==> src/rtl/serial_subtractor_pkg.sv <==
// Package: serial_subtractor_pkg
// Purpose: shared definitions for the bit-serial subtractor.
//   - state_t : FSM state encoding (IDLE=0, RUN=1, DONE=2), also used by the
//               debug state output so checkers can follow the sequencer.
//   - MIN_WIDTH : smallest legal operand width. The counter is $clog2(WIDTH)
//                 bits wide and needs at least one bit.
//   - width_ok() : helper for a static legality check of WIDTH.
package serial_subtractor_pkg;

    typedef enum logic [1:0] {
        ST_IDLE = 2'd0,
        ST_RUN  = 2'd1,
        ST_DONE = 2'd2
    } state_t;

    localparam int MIN_WIDTH = 2;

    function automatic bit width_ok(input int w);
        return (w >= MIN_WIDTH);
    endfunction

endpackage

==> src/rtl/serial_subtractor_if.sv <==
// Interface: serial_subtractor_if
// Purpose: operand and result handshakes of the serial subtractor.
//
// Handshake rule (both directions): a transfer happens on a rising clock edge
// where valid and ready are both high. The producer holds valid and its data
// stable until that edge; ready may rise or fall freely and never depends
// combinationally on valid.
//
// Signals:
//   in_valid  / in_ready  : operand handshake (a_in, b_in, bor_in)
//   out_valid / out_ready : result handshake (diff_out, bor_out)
// Modports:
//   master : operand producer / result consumer (testbench or upstream logic)
//   slave  : the subtractor itself
interface serial_subtractor_if #(
    parameter int WIDTH = 8
);
    logic             in_valid;
    logic             in_ready;
    logic [WIDTH-1:0] a_in;
    logic [WIDTH-1:0] b_in;
    logic             bor_in;
    logic             out_valid;
    logic             out_ready;
    logic [WIDTH-1:0] diff_out;
    logic             bor_out;

    modport master (
        output in_valid, a_in, b_in, bor_in, out_ready,
        input  in_ready, out_valid, diff_out, bor_out
    );

    modport slave (
        input  in_valid, a_in, b_in, bor_in, out_ready,
        output in_ready, out_valid, diff_out, bor_out
    );
endinterface

==> src/rtl/serial_subtractor_full_subtractor.sv <==
// Module: full_subtractor
// Purpose: 1-bit combinational full subtractor, diff = a - b - borrow.
// Ports:
//   a_in     : minuend bit
//   b_in     : subtrahend bit
//   bor_in   : borrow in
//   diff_out : difference bit
//   bor_out  : borrow out, set when a_in < b_in + bor_in
module full_subtractor (
    input  logic a_in,
    input  logic b_in,
    input  logic bor_in,
    output logic diff_out,
    output logic bor_out
);
    assign diff_out = a_in ^ b_in ^ bor_in;
    // Borrow when b is set and a is clear, or when a == b and a borrow arrives.
    assign bor_out  = (~a_in & b_in) | (~(a_in ^ b_in) & bor_in);
endmodule

==> src/rtl/serial_subtractor.sv <==
// Module: serial_subtractor
// Purpose: bit-serial subtractor, diff = a - b - bor, LSB first, one bit per
//   clock through a single full_subtractor cell. WIDTH must be >= 2.
// Ports:
//   clk         : clock, rising edge
//   reset_n     : asynchronous active-low reset
//   bus         : slave side of serial_subtractor_if (operand and result
//                 handshakes, see the interface for the handshake rule)
//   dbg_state_o : current FSM state, for debug and checkers
// Timing: operands accepted at edge k give out_valid after edge k+WIDTH.
//   The result is held in DONE until out_ready; in_ready is high only in IDLE.
module serial_subtractor
    import serial_subtractor_pkg::*;
#(
    parameter int WIDTH = 8
) (
    input  logic                 clk,
    input  logic                 reset_n,
    serial_subtractor_if.slave   bus,
    output state_t               dbg_state_o
);
    localparam int CNT_W = $clog2(WIDTH);
    localparam logic [CNT_W-1:0] LAST_BIT = CNT_W'(WIDTH - 1);

    state_t           state_q, state_d;
    logic [CNT_W-1:0] cnt_q, cnt_d;
    logic [WIDTH-1:0] a_q, a_d;
    logic [WIDTH-1:0] b_q, b_d;
    // Holds the WIDTH-1 difference bits produced so far; the last bit comes
    // straight from the cell when the result is loaded.
    logic [WIDTH-2:0] res_q, res_d;
    logic             brw_q, brw_d;
    logic [WIDTH-1:0] diff_q, diff_d;
    logic             bout_q, bout_d;

    logic             fs_diff;
    logic             fs_bor;
    logic [WIDTH-1:0] res_shift;

    full_subtractor u_fs (
        .a_in     (a_q[0]),
        .b_in     (b_q[0]),
        .bor_in   (brw_q),
        .diff_out (fs_diff),
        .bor_out  (fs_bor)
    );

    // New difference bit enters at the MSB; after WIDTH steps the first
    // (LSB) bit has reached bit 0.
    assign res_shift = {fs_diff, res_q};

    always_ff @(posedge clk or negedge reset_n) begin
        if (!reset_n) begin
            state_q <= ST_IDLE;
            cnt_q   <= '0;
            a_q     <= '0;
            b_q     <= '0;
            res_q   <= '0;
            brw_q   <= 1'b0;
            diff_q  <= '0;
            bout_q  <= 1'b0;
        end else begin
            state_q <= state_d;
            cnt_q   <= cnt_d;
            a_q     <= a_d;
            b_q     <= b_d;
            res_q   <= res_d;
            brw_q   <= brw_d;
            diff_q  <= diff_d;
            bout_q  <= bout_d;
        end
    end

    always_comb begin
        state_d = state_q;
        cnt_d   = cnt_q;
        a_d     = a_q;
        b_d     = b_q;
        res_d   = res_q;
        brw_d   = brw_q;
        diff_d  = diff_q;
        bout_d  = bout_q;

        unique case (state_q)
            ST_IDLE: begin
                if (bus.in_valid) begin
                    a_d     = bus.a_in;
                    b_d     = bus.b_in;
                    brw_d   = bus.bor_in;
                    cnt_d   = '0;
                    state_d = ST_RUN;
                end
            end
            ST_RUN: begin
                a_d   = a_q >> 1;
                b_d   = b_q >> 1;
                res_d = res_shift[WIDTH-1:1];
                brw_d = fs_bor;
                if (cnt_q == LAST_BIT) begin
                    // Counter is left at WIDTH-1 so it never wraps.
                    diff_d  = res_shift;
                    bout_d  = fs_bor;
                    state_d = ST_DONE;
                end else begin
                    cnt_d = cnt_q + CNT_W'(1);
                end
            end
            ST_DONE: begin
                if (bus.out_ready) begin
                    state_d = ST_IDLE;
                end
            end
            default: begin
                state_d = ST_IDLE;
            end
        endcase
    end

    assign bus.in_ready  = (state_q == ST_IDLE);
    assign bus.out_valid = (state_q == ST_DONE);
    assign bus.diff_out  = diff_q;
    assign bus.bor_out   = bout_q;
    assign dbg_state_o   = state_q;

endmodule

==> src/flat_wrapper.sv <==
// flat-port wrapper written by rule: the top's interface ports become plain ports
module serial_subtractor_flat import serial_subtractor_pkg::*;
#(
    parameter int WIDTH = 8
)
  (clk, reset_n, dbg_state_o, bus_in_valid, bus_a_in, bus_b_in, bus_bor_in, bus_out_ready, bus_in_ready, bus_out_valid, bus_diff_out, bus_bor_out);
  serial_subtractor_if #(.WIDTH(WIDTH)) bus_i ();
  input  logic clk;
  input  logic reset_n;
  output state_t dbg_state_o;
  input wire logic [$bits(bus_i.in_valid)-1:0] bus_in_valid;
  input wire logic [$bits(bus_i.a_in)-1:0] bus_a_in;
  input wire logic [$bits(bus_i.b_in)-1:0] bus_b_in;
  input wire logic [$bits(bus_i.bor_in)-1:0] bus_bor_in;
  input wire logic [$bits(bus_i.out_ready)-1:0] bus_out_ready;
  output wire logic [$bits(bus_i.in_ready)-1:0] bus_in_ready;
  output wire logic [$bits(bus_i.out_valid)-1:0] bus_out_valid;
  output wire logic [$bits(bus_i.diff_out)-1:0] bus_diff_out;
  output wire logic [$bits(bus_i.bor_out)-1:0] bus_bor_out;
  assign bus_i.in_valid = bus_in_valid;
  assign bus_i.a_in = bus_a_in;
  assign bus_i.b_in = bus_b_in;
  assign bus_i.bor_in = bus_bor_in;
  assign bus_i.out_ready = bus_out_ready;
  assign bus_in_ready = bus_i.in_ready;
  assign bus_out_valid = bus_i.out_valid;
  assign bus_diff_out = bus_i.diff_out;
  assign bus_bor_out = bus_i.bor_out;
  serial_subtractor #(.WIDTH(WIDTH)) u_core (.clk(clk), .reset_n(reset_n), .bus(bus_i), .dbg_state_o(dbg_state_o));
endmodule
==> config.mk <==
export PLATFORM = sky130hd
export DESIGN_NAME = serial_subtractor_flat
export DESIGN_NICKNAME = d
export VERILOG_FILES = /design/src/rtl/serial_subtractor_pkg.sv /design/src/rtl/serial_subtractor_if.sv /design/src/rtl/serial_subtractor_full_subtractor.sv /design/src/rtl/serial_subtractor.sv /design/src/flat_wrapper.sv
export SDC_FILE = /design/constraint.sdc
export NUM_CORES = 1
export LEC_CHECK = 0
export ABC_AREA = 1
export BUFFER_PORTS_ARGS = -buffer_cell sky130_fd_sc_hd__buf_2
export CAP_MARGIN = 20
export CORE_UTILIZATION = 45
export DETAILED_ROUTE_END_ITERATION = 10
export GPL_ROUTABILITY_DRIVEN = 0
export PLACE_DENSITY = 0.73
export SETUP_SLACK_MARGIN = 0.15
export SLEW_MARGIN = 10
export SYNTH_ARGS = -nofsm -noshare
export SYNTH_HDL_FRONTEND = slang
export SYNTH_SLANG_ARGS = --single-unit
==> constraint.sdc <==
create_clock -name clk -period 1.8 [get_ports clk]
set_input_delay 0.27 -clock clk [delete_from_list [all_inputs] [get_ports clk]]
set_output_delay 0.27 -clock clk [all_outputs]
set_load 0.01 [all_outputs]
==> reports/results.txt, run 1 <==
The run finished with clean final reports. The finished cells cover 2060 sq um. The category of the critical setup timing path was reg2out. The vias per cell works out to 4.77. The logs give 0.402 for the register share of total power and 4 for the first-pass detailed-route iteration total. Walking the worst path, the cells encountered are buf_4, nor2_1, buf_2. The number of cells on the worst reg-to-reg path is 4, and the y dimension of the die is 64.3 microns. The total clock sinks came out at 38.

In this run, post-CTS repair resized a total of 0 instances. The slack of the worst reg-to-reg path came out at 0.36 ns. Among cell families on the critical path, the largest total delay comes from flip-flops. Count of endpoints failing hold in the final timing report: 0. Setup repair after global routing left no endpoint under its margin. The count of final setup violators is 0, and the synthesized area per cell is 8.12 sq um.

Total global-route track usage: 0.191. The delay of the slowest cell on the worst path is 0.47 ns. For the leakage power, the log shows 1.17 nW.

TritonCTS built the clock tree. The number of antenna repair diodes is 0, and the share of the synthesized area in the top cell type is 0.544. When the netlist entered floorplanning its net count stood at 239. After floorplanning, the core was sized to cover 3690 sq um. Yosys printed 0 warnings.

For the number of placed instances with taps included, the log shows 292. The synthesized netlist contains 18 unique library cells. After technology mapping, the gate count stands at 215. Overall power consumption after layout is estimated at 3.58 mW. The area used by sequential logic in the layout is 951 sq um, and the setup TNS is 0 ns.

Power spread over the standard cell area amounts to 1740 nW/um^2. In this run the worst path has a maximum fanout of 17. Timing would allow up to 664 MHz. CTS built an H-tree with a depth of 2.

The number of buffers inserted during clock tree synthesis was 5. The layout has 366 filler cells. In this run the worst hold path is classified as in2async.

The via count of the first global-routing pass was 1338. The sequential cell area fraction in the yosys report was 0.544. The capture point of the worst reg-to-reg path is u_core.b_q[4]. The transition at the pin with the smallest max-transition slack was 0.475 ns.

Clock latency on the worst-skew pair, taken at its later pin, is 0.29 ns. The clock transition at the registers of the reported paths works out to 0.08 ns. In this run the cell area of the synthesized design comes to 1750 sq um. The number of design rule violations left after detail routing is 0.

The initial core utilization is 0.474. In this run the clock root is driven by a clkbuf_8. Once placement finished, the instance area stood at 1940 sq um. In this run, post-CTS hold repair placed 0 buffers.

The logs give 0 for the post-route antenna net violation count and 57 for the starting DRC count in detailed routing. The worst setup path is launched from a flop. For the number of non-filler instances in the completed layout, the log shows 300. For the post-detailed-routing wire length, the log shows 3.33 mm.

The tools report the number of maximum-capacitance violations as 0. The clock period minus worst slack is 1.51 ns, and the number of input and output port buffers inserted is 33. After clock tree synthesis, the setup repair step added 0 buffers. The final cycle utilization of the critical path came out at 0.837.

The pin count of the biggest net entering global routing is 39. The total overflow left after global routing is 0. STA classifies the critical path endpoint as a primary output. For the worst-case vdd ir drop, the log shows 818 uV. The internal portion of total power was 2.17 mW; the fraction of power spent switching nets was 0.394.

For the area of combinational cells with multiple inputs, the log shows 664 sq um. In the post-synthesis netlist, the biggest area contributors are dfrtp_1 (54%), nand2_1 (23%), nand3_1 (5.4%), o21ai_0 (3.4%), inv_1 (3.2%). STA puts the critical path data required time at 1.53 ns.

The die area was 4130 sq um. Reg-to-reg critical path startpoint: u_core.dbg_state_o[0]. The highest-delay cell along the critical path was dfrtp_1.

The number of antenna violations at the first check in global routing was 0. The wire-length estimate of the detail-placed layout is 2.21 mm. The die is 64.3 microns wide. The share of post-route cells with drive strength above 1 works out to 0.202. The synthesized design spends more area on one cell type than any other, namely dfrtp_1. At the worst endpoint, the arrival time is 1.24 ns.

The max-slew violation total from the final report was 0; the relative slew slack was 0.682. The first global-routing pass estimated 5.93 mm of wire. The combined buffer and inverter count along the critical path was 2; the via count was 1431.

In this run, synthesis produced a sequential element count of 38. The run gives 0.397 as the combinational share of power. The fraction of power consumed by the clock network was 0.200; the total number of placement rows was 22. After detailed routing, the average wire length per cell comes to 11.1 microns.

In this run the power spent charging and discharging nets is 1.41 mW. The tools report the end-of-flow core utilization as 0.557. The number of top-level design ports was 34.

The layout overhead on the synthesized area was 17.7%; the worst-case clock buffer depth was 2. At the end of the flow, the number of nets in the layout was 275. Across the routed clock network, the largest skew measured is 0.00862 ns.
-- synthesized netlist by cell type --
cell      number
nand2_1      108
dfrtp_1       38
nand3_1       19
inv_1         15
o21ai_0       12
buf_2          3
buf_6          3
o21ai_1        3
buf_4          2
ha_1           2
inv_2          2
nor2_1         2
clkbuf_1       1
fa_1           1
nand2_2        1
nor2_2         1
o21ai_4        1
o31ai_1        1
-- metal layers --
metal / wire length [microns] / up-vias / GRT usage
met1: 1610 / 649 / 0.245
met3: 245 / 2 / 0.0643
met5: 0 / - / 0
met2: 1450 / 48 / 0.295
li1: - / 732 / -
met4: 18 / 0 / 0.0778
-- cell families after synthesis --
| logic type | count (synthesis) | synth area share |
|---|---|---|
| buffers and inverters | 26 | 0.0752 |
| adder cells (fa/ha/maj) | 3 | 0.0258 |
| AO/OA/AOI/OAI | 17 | 0.0566 |
| AND/OR/NAND/NOR | 131 | 0.298 |
| flip-flops | 38 | 0.544 |
-- worst register-to-register path, stage by stage (launching register included) --
cell     delay, ns
dfrtp_1       0.46
o21ai_4       0.45
inv_2         0.24
nand2_1       0.14
nand2_1       0.06
-- layout by cell type (no fill, tap or decap) --
cell and instances:
buf_2 33, buf_4 5, bufinv_16 1, clkbuf_8 5
clkinvlp_4 2, dfrtp_1 38, fa_1 1, ha_1 2
inv_1 15, inv_2 2, nand2_1 108, nand2_2 1
nand3_1 19, nor2_1 2, nor2_2 1, o21ai_0 12
o21ai_1 3, o21ai_4 1, o31ai_1 1
-- area by class of cell --
| type | count | share of cell area |
|---|---|---|
| Clock buffer | 5 | 0.0335 |
| Sequential cell | 38 | 0.463 |
| Timing Repair Buffer | 38 | 0.0986 |
| Clock inverter | 3 | 0.0219 |
| Inverter | 17 | 0.0310 |
| Tap cell | 48 | 0.0292 |
| Multi-Input combinational cell | 151 | 0.323 |
-- power groups by stage --
stage	Combinational [mW]	Sequential, mW	Clock (mW)
final	1.42	1.44	0.716
after global routing	1.68	1.49	0.774
after CTS	1.44	1.44	0.733
after detailed placement	1.43	1.45	0
after global placement	1.39	1.44	0
after floorplan	1.07	1.45	0
-- worst max-delay path by stage --
stage	start	endpoint	slack, ns	cells past startpoint
after floorplan	u_core.cnt_q[0]	u_core.dbg_state_o[1]	0.51	5
after global placement	u_core.dbg_state_o[0]	u_core.b_q[3]	0.43	4
after detailed placement	u_core.dbg_state_o[0]	u_core.a_q[2]	0.38	4
after CTS	u_core.dbg_state_o[0]	bus_out_valid	0.28	3
after global routing	u_core.dbg_state_o[0]	bus_out_valid	0.20	3
final	u_core.dbg_state_o[0]	bus_out_valid	0.29	3
-- per-stage QoR --
stage	worst slack, ns	hold WS [ns]
floorplan	0.515	-0.0256
global placement	0.434	0.348
detailed placement	0.385	0.343
CTS	0.284	0.0234
global route	0.205	0.0459
finish	0.293	0.0130
-- registers in the layout (all words and copies together) (netlist names) --
register and cells:
u_core.a_q 8, u_core.b_q 8, u_core.brw_q 1, u_core.bus.bor_out 1, u_core.bus.diff_out 8, u_core.cnt_q 3
u_core.dbg_state_o 2, u_core.res_q 7
(Power assumes the default switching activity.)
==> run 2: changes to the inputs <==
ABC_AREA = 0   (was 1)
clock period = 1.6 ns   (was 1.8 ns; I/O delays follow)
==> run 2 against run 1 <==
Die area is 0.90% lower. Sequential power is 20% higher. Count of clock-buffer cells in the layout is 3 higher. Total power is 19% higher. Critical endpoint is now bus_in_ready. Clock skew is 0.0038 ns lower. Combinational power is 27% higher. Highest routed layer unchanged. Synthesized cell count is 37% lower. Critical path depth stayed put. Non-clock buffer count is 8 higher. Wire length is 5.4% higher.
==> reports/results.txt, run 2 <==
The run finished with clean final reports. The number of different library cells used by synthesis comes to 32. Share of the synthesized area in the top cell type: 0.550. The highest-delay cell along the critical path was dfrtp_2. The tools report the number of antenna violations at the first check in global routing as 0.

The tools report the number of design rule violations left after detail routing as 0. Detailed placement finished with a half-perimeter wire length of 2.38 mm. The tools report the worst-case clock buffer depth as 2. The insertion delay of the later-clocked pin in the worst-skew pair was 0.28 ns. The number of storage elements in the synthesis netlist was 38. The sequential cell area fraction in the yosys report is 0.550. The logs give 0.195 for the total global-route track usage and 1.36 ns for the required arrival time at the worst endpoint. Setup repair after global routing left no endpoint under its margin.

The multiplexer share of the synthesized area was 0.117; the area fraction in and, or, nand and nor cells after synthesis was 0.0629. The root buffer selected by CTS was clkbuf_8. The total number of placement rows came out at 22.

The top cell types in the final layout, fill and taps aside, are dfrtp_1 (36), buf_2 (33), o22ai_1 (20). The layout overhead on the synthesized area came out at 24.6%. The run gives 1.03 nW as the leakage power. In this run the worst hold path is classified as in2reg. The area of combinational cells with multiple inputs came out at 719 sq um. Counting instances, the worst hold path has a depth of 2.

In this run the number of cells on the critical path is 3. The number of input and output port buffers inserted was 33; the via count was 1279. For this block, the routed nets add up to 3.51 mm of wire.

0 antenna diodes ended up in the layout. Clock period minus worst slack: 1.39 ns. For this block, the initial DRC count from the detailed router was 54.

TritonCTS built the clock tree. The worst hold slack is 0.136 ns. Number of filler instances in the final layout: 310. Among all flip-flop cells after synthesis, the most frequent one is dfrtp_1.

The xor/xnor share of the synthesized area was 0; the placed standard-cell area was 1950 sq um. The post-synthesis net count is 160. The end-of-flow core utilization is 0.589, and the first-pass detailed-route iteration total is 4. Of all cell types, the one taking the most synthesized area is dfrtp_1. In the final routed layout, each cell accounts on average for 15.3 microns. The vias per cell was 5.59; the power density over the cells was 1980 nW/um^2. At the pin with the least slew margin, the transition time is 0.447 ns. Ranked by instance count, the synthesized netlist is headed by dfrtp_1 (38), o22ai_1 (20), a21oi_1 (9), mux2_4 (9). The final cycle utilization of the critical path came out at 0.869. The total grt overflow is 0. For the post-synthesis cell area, the log shows 1730 sq um. STA classifies the critical path endpoint as a primary output. The number of buffers inserted during clock tree synthesis is 5, and the number of top-level design ports is 34. The share of post-route cells with drive strength above 1 is 0.436, and the delay of the slowest cell on the worst path is 0.42 ns.

The clock transition at the registers of the reported paths is 0.07 ns. Measured along the x axis, the die boundary spans 64.0 microns. Counting flops with a built-in enable in the synthesized netlist gives 0. For the via count of the first global-routing pass, the log shows 1290. Die area: 4100 sq um. The worst setup path is of the reg2out kind. The area used by sequential logic in the layout is 953 sq um, and the maximum clock frequency is 719 MHz. The proportion of synthesized flip-flops having asynchronous set or reset is 1.00, and the post-layout instance area is 2160 sq um. The max-slew violation total from the final report is 0. The count of synthesis-stage warnings from yosys is 0, and the relative slew slack is 0.702.

The clock skew after layout was 0.00480 ns; the top fanout value on the critical path was 8. Together, buffers and inverters on the worst path number 2. The cell family contributing the most delay on the critical path is flip-flops. The dominant combinational cell family by area after synthesis is compound AO/OA/AOI/OAI gates. The H-tree was split into 2 levels. The leading cell type in the layout, fill and taps excluded is dfrtp_1. The count of endpoints failing hold in the final timing report was 0; the total design power was 4.27 mW. The initial core utilization is 0.473. The logs give 0 for the number of maximum-capacitance violations and 6.01 mm for the global-route wire length before repair.

The number of cells on the worst reg-to-reg path is 5. STA puts the critical path data arrival time at 1.15 ns. STA classifies the critical path startpoint as a flop.

For the worst-case vdd ir drop, the log shows 777 uV. The post-layout net count came out at 204. A synthesized cell averages 12.7 sq um.

Setup violations remaining at the end of the flow were counted as 0. After routing, the total negative slack on setup checks comes to 0 ns. The signal on the critical path passes through buf_4, nor2_2, buf_2. In the post-synthesis netlist, the cell with the most instances is dfrtp_1. For the core region area, the log shows 3660 sq um.

In this run the remaining antenna-violating nets after routing total 0. The total clock sinks is 38. The complex-gate fraction of the synthesized area was 0.188. The arithmetic-cell share of the synthesized area counting full adders, half adders and majority gates was 0.0260. In this run the vertical extent of the chip is 64.0 microns. After synthesis, the cell types taking the most area are dfrtp_1 (55%), mux2_4 (7.8%), o22ai_1 (7.2%), mux2_2 (3.9%), a2bb2oi_1 (3.0%). Entering global routing, the biggest net connects 23 pins. The cell count after synthesis is 136.
-- run 2: cell types whose count changed in the layout (fill, tap and decap cells not counted), moves of 9 or more --
| cell | delta |
|---|---|
| inv_1 | -12 |
| o22ai_1 | +20 |
| a21oi_1 | +9 |
| nand3_1 | -19 |
| mux2_4 | +9 |
| o21ai_0 | -10 |
| nand2_1 | -106 |
-- run 2: metrics by stage --
step           cells  worst slack [ns]
3_5_place_dp     213            0.0619
6_report         229             0.210
2_1_floorplan    136             0.157
4_1_cts          229             0.161
5_1_grt          229             0.155
3_3_place_gp     213             0.127
-- run 2: cell type report --
cell class,instances,area share
Multi-Input combinational cell,84,0.334
Tap cell,48,0.0279
Clock buffer,8,0.0511
Timing Repair Buffer,46,0.135
Sequential cell,38,0.442
Inverter,5,0.0104
-- run 2: metal layers --
layer  up-vias  part of all wire  GRT usage
li1        596                 -          -
met4         0             0.015     0.0795
met1       631              0.42      0.239
met2        45              0.51      0.334
met5         -                 0          0
met3         7             0.045     0.0411
-- run 2: logic make-up (layout without fill, tap and decap cells) --
logic type / count (synthesis) / after routing
fa+ha+maj: 3 / 3
compound gates: 48 / 48
mux: 15 / 15
flops: 38 / 38
simple gates: 17 / 18
buf+inv: 15 / 59
-- run 2: worst paths after layout --
| path | startpoint | to | slack, ns |
|---|---|---|---|
| max | u_core.dbg_state_o[0] | bus_in_ready | 0.21 |
| min | bus_out_ready | u_core.dbg_state_o[1] | 0.14 |
| max reg2reg | u_core.dbg_state_o[0] | u_core.brw_q | 0.21 |
| min reg2reg | u_core.a_q[7] | u_core.a_q[7] | 0.48 |
| max in group asynchronous | reset_n | u_core.dbg_state_o[1] | 0.70 |
| min in group asynchronous | reset_n | u_core.cnt_q[2] | 0.43 |
-- run 2: power breakdown --
part	leakage (nW)	switching, mW	total, mW	internal (mW)
logic	0.521	0.798	1.80	0.998
clock network	0.0575	0.313	0.748	0.435
registers	0.450	0.306	1.73	1.42
-- run 2: timing repair --
| item | in CTS | in global routing |
|---|---|---|
| setup buffers | 6 | 0 |
| setup endpoints to repair | 10 | 6 |
| resized for setup | 4 | 3 |
| endpoints found under the hold margin | 16 | 0 |
| gates cloned | 1 | 0 |
| hold buffers | 1 | 0 |
| pin swaps | 0 | 1 |
==> run 3: changes to the inputs <==
ABC_AREA = 1   (was 0)
==> run 3 against run 2 <==
Sequential cell count unchanged. Critical path depth unchanged. Global-route usage down 0.50 points. Critical path type unchanged.
==> reports/results.txt, run 3 (same netlist as run 1, synthesis figures left out) <==
The flow ran to the end, and the final reports show no timing, DRC or antenna violations. Dividing total power by cell area gives a power density of 1950 nW/um^2. The final layout contains routed wiring with a total length of 3.35 mm. The final cycle utilization of the critical path is 0.878, and the post-layout net count is 279.

The highest-delay cell along the critical path is dfrtp_2. At the worst endpoint, the arrival time is 1.16 ns. The combined buffer and inverter count along the critical path was 2.

The number of cells on the worst reg-to-reg path was 5; the total number of placement rows was 22. The library cell used most frequently in the layout, excluding fill and tap cells, is nand2_1. The y dimension of the die is 64.3 microns, and the initial core utilization is 0.474. The max-slew violation total from the final report was 0. Following the worst setup path forward leads to its endpoint at bus_out_valid.

The count of endpoints failing hold in the final timing report is 0, and the clock transition at the registers of the reported paths is 0.08 ns. At the pin with the least slew margin, the transition time is 0.365 ns. 0 antenna diodes ended up in the layout. First-pass detailed-route iteration total: 4. From left edge to right edge, the die measures 64.3 microns. The finished layout holds 304 standard cells, fillers aside. TritonCTS created 5 clock buffers. The share of post-route cells with drive strength above 1 came out at 0.215.

The worst-case clock buffer depth is 2. For this run, design rule violations remaining after detail routing come to 0. The starting DRC count in detailed routing is 57, and the core region area is 3690 sq um. The relative slew slack was 0.757; the end-of-flow core utilization was 0.575. The post-layout instance area was 2120 sq um. The root buffer cell chosen for the clock tree is clkbuf_8. The global-route wire length before repair came out at 5.95 mm. The endpoint identified for the worst register-to-register timing path is u_core.bus.diff_out[2]. Class of the most critical hold timing path: in2reg. The worst setup path is captured at a primary output. The total global-route track usage is 0.190. The area growth from synthesis to layout is 21.5%.

The number of placed instances with taps included is 292, and the delay of the slowest cell on the worst path is 0.43 ns. Maximum clock frequency: 712 MHz. The required arrival time at the worst endpoint is 1.36 ns, and the leakage power is 1.20 nW. Buffers placed on the I/O ports in this run total 33. The count of final setup violators was 0; the cell depth of the worst min-delay path was 2. The wire length per cell after detailed routing came out at 11.0 microns.

Worst setup path startpoint: u_core.dbg_state_o[0]. The total grt overflow was 0. The via count of the first global-routing pass was 1385. Using the TritonRoute via totals, the vias-per-cell ratio works out to 4.79. Subtracting the final worst setup slack from the clock period gives 1.40 ns. The total clock sinks is 38, and the via count is 1457. Across the run, the number of max-cap violations was 0. STA classifies the critical path startpoint as a flop. The worst-case IR drop observed on VDD is 1080 uV. The top cell types in the final layout, fill and taps aside, are nand2_1 (108), dfrtp_1 (37), buf_2 (33). For the H-tree depth reported by CTS, the log shows 2.

The number of logic stages on the critical path including buffering is 3, and the number of antenna violations at the first check in global routing is 0. Traced cell by cell, the critical path runs through buf_4, nor2_1, buf_2. After filler insertion, the fill cell instance count of the layout stands at 350.

The category of the critical setup timing path was reg2out. The post-route antenna net violation count was 0; the placed standard-cell area was 1970 sq um. For the number of top-level design ports, the log shows 34. Clock skew after layout: 0.00694 ns. The later pin in the worst-skew pair is clocked with a latency of 0.29 ns. Setup repair after global routing left no endpoint under its margin. TritonCTS built the clock tree.

Setup total negative slack on the finished layout was measured at 0 ns. The tools report the die area as 4130 sq um. The tools report the reg-to-reg critical path startpoint as u_core.cnt_q[0].

The top fanout value on the critical path was 16; the slack of the worst reg-to-reg path was 0.27 ns. The kind of cell adding the most delay to the critical path is flip-flops. After legalization and detailed placement, the total HPWL measured 2.33 mm.

For the pin count of the biggest net entering global routing, the log shows 26.
## run 3: routing by layer
| metal | vias to the layer above | wire, microns | track usage |
|---|---|---|---|
| met5 | - | 0 | 0 |
| met3 | 5 | 203 | 0.0589 |
| li1 | 744 | - | - |
| met2 | 38 | 1510 | 0.316 |
| met4 | 0 | 41 | 0.0583 |
| met1 | 670 | 1590 | 0.236 |
## run 3: final cells by class
class                      count  area, sq um  share of cell area
multi-input combinational    151          664               0.313
sequential                    38          952               0.449
tap                           48         60.1              0.0283
timing repair buffer          42          268               0.126
inverter                      17         63.8              0.0301
clock inverter                 3         45.0              0.0212
clock buffer                   5         68.8              0.0324
## run 3: timing repair
item                                    4_1_cts  5_1_grt
endpoints found under the hold margin        14        0
endpoints found under the setup margin        1        1
buffers inserted                              3        0
resized for setup                             2        1
hold buffers                                  1        0
## run 3: worst min path at each step
stage                       start                     to  slack (ns)
floorplan                 reset_n          u_core.a_q[0]       -0.06
global placement          reset_n        u_core.cnt_q[0]        0.18
detailed placement        reset_n        u_core.cnt_q[1]        0.17
CTS                 bus_out_ready  u_core.dbg_state_o[1]        0.12
global route        bus_out_ready  u_core.dbg_state_o[1]        0.13
finish              bus_out_ready  u_core.dbg_state_o[1]        0.13
## run 3: report_power, final
part | internal (mW) | switching, mW | total, mW
Clock | 0.464 | 0.351 | 0.815
Sequential | 1.38 | 0.226 | 1.61
Combinational | 0.671 | 1.03 | 1.71
Total | 2.52 | 1.61 | 4.13
## run 3: stage by stage
step,hold WS (ns),worst slack [ns],power (mW)
after global routing,0.127,0.156,4.52
final,0.128,0.195,4.13
after global placement,0.176,0.320,3.22
after CTS,0.117,0.186,4.17
after floorplan,-0.0556,0.315,2.84
after detailed placement,0.173,0.249,3.30
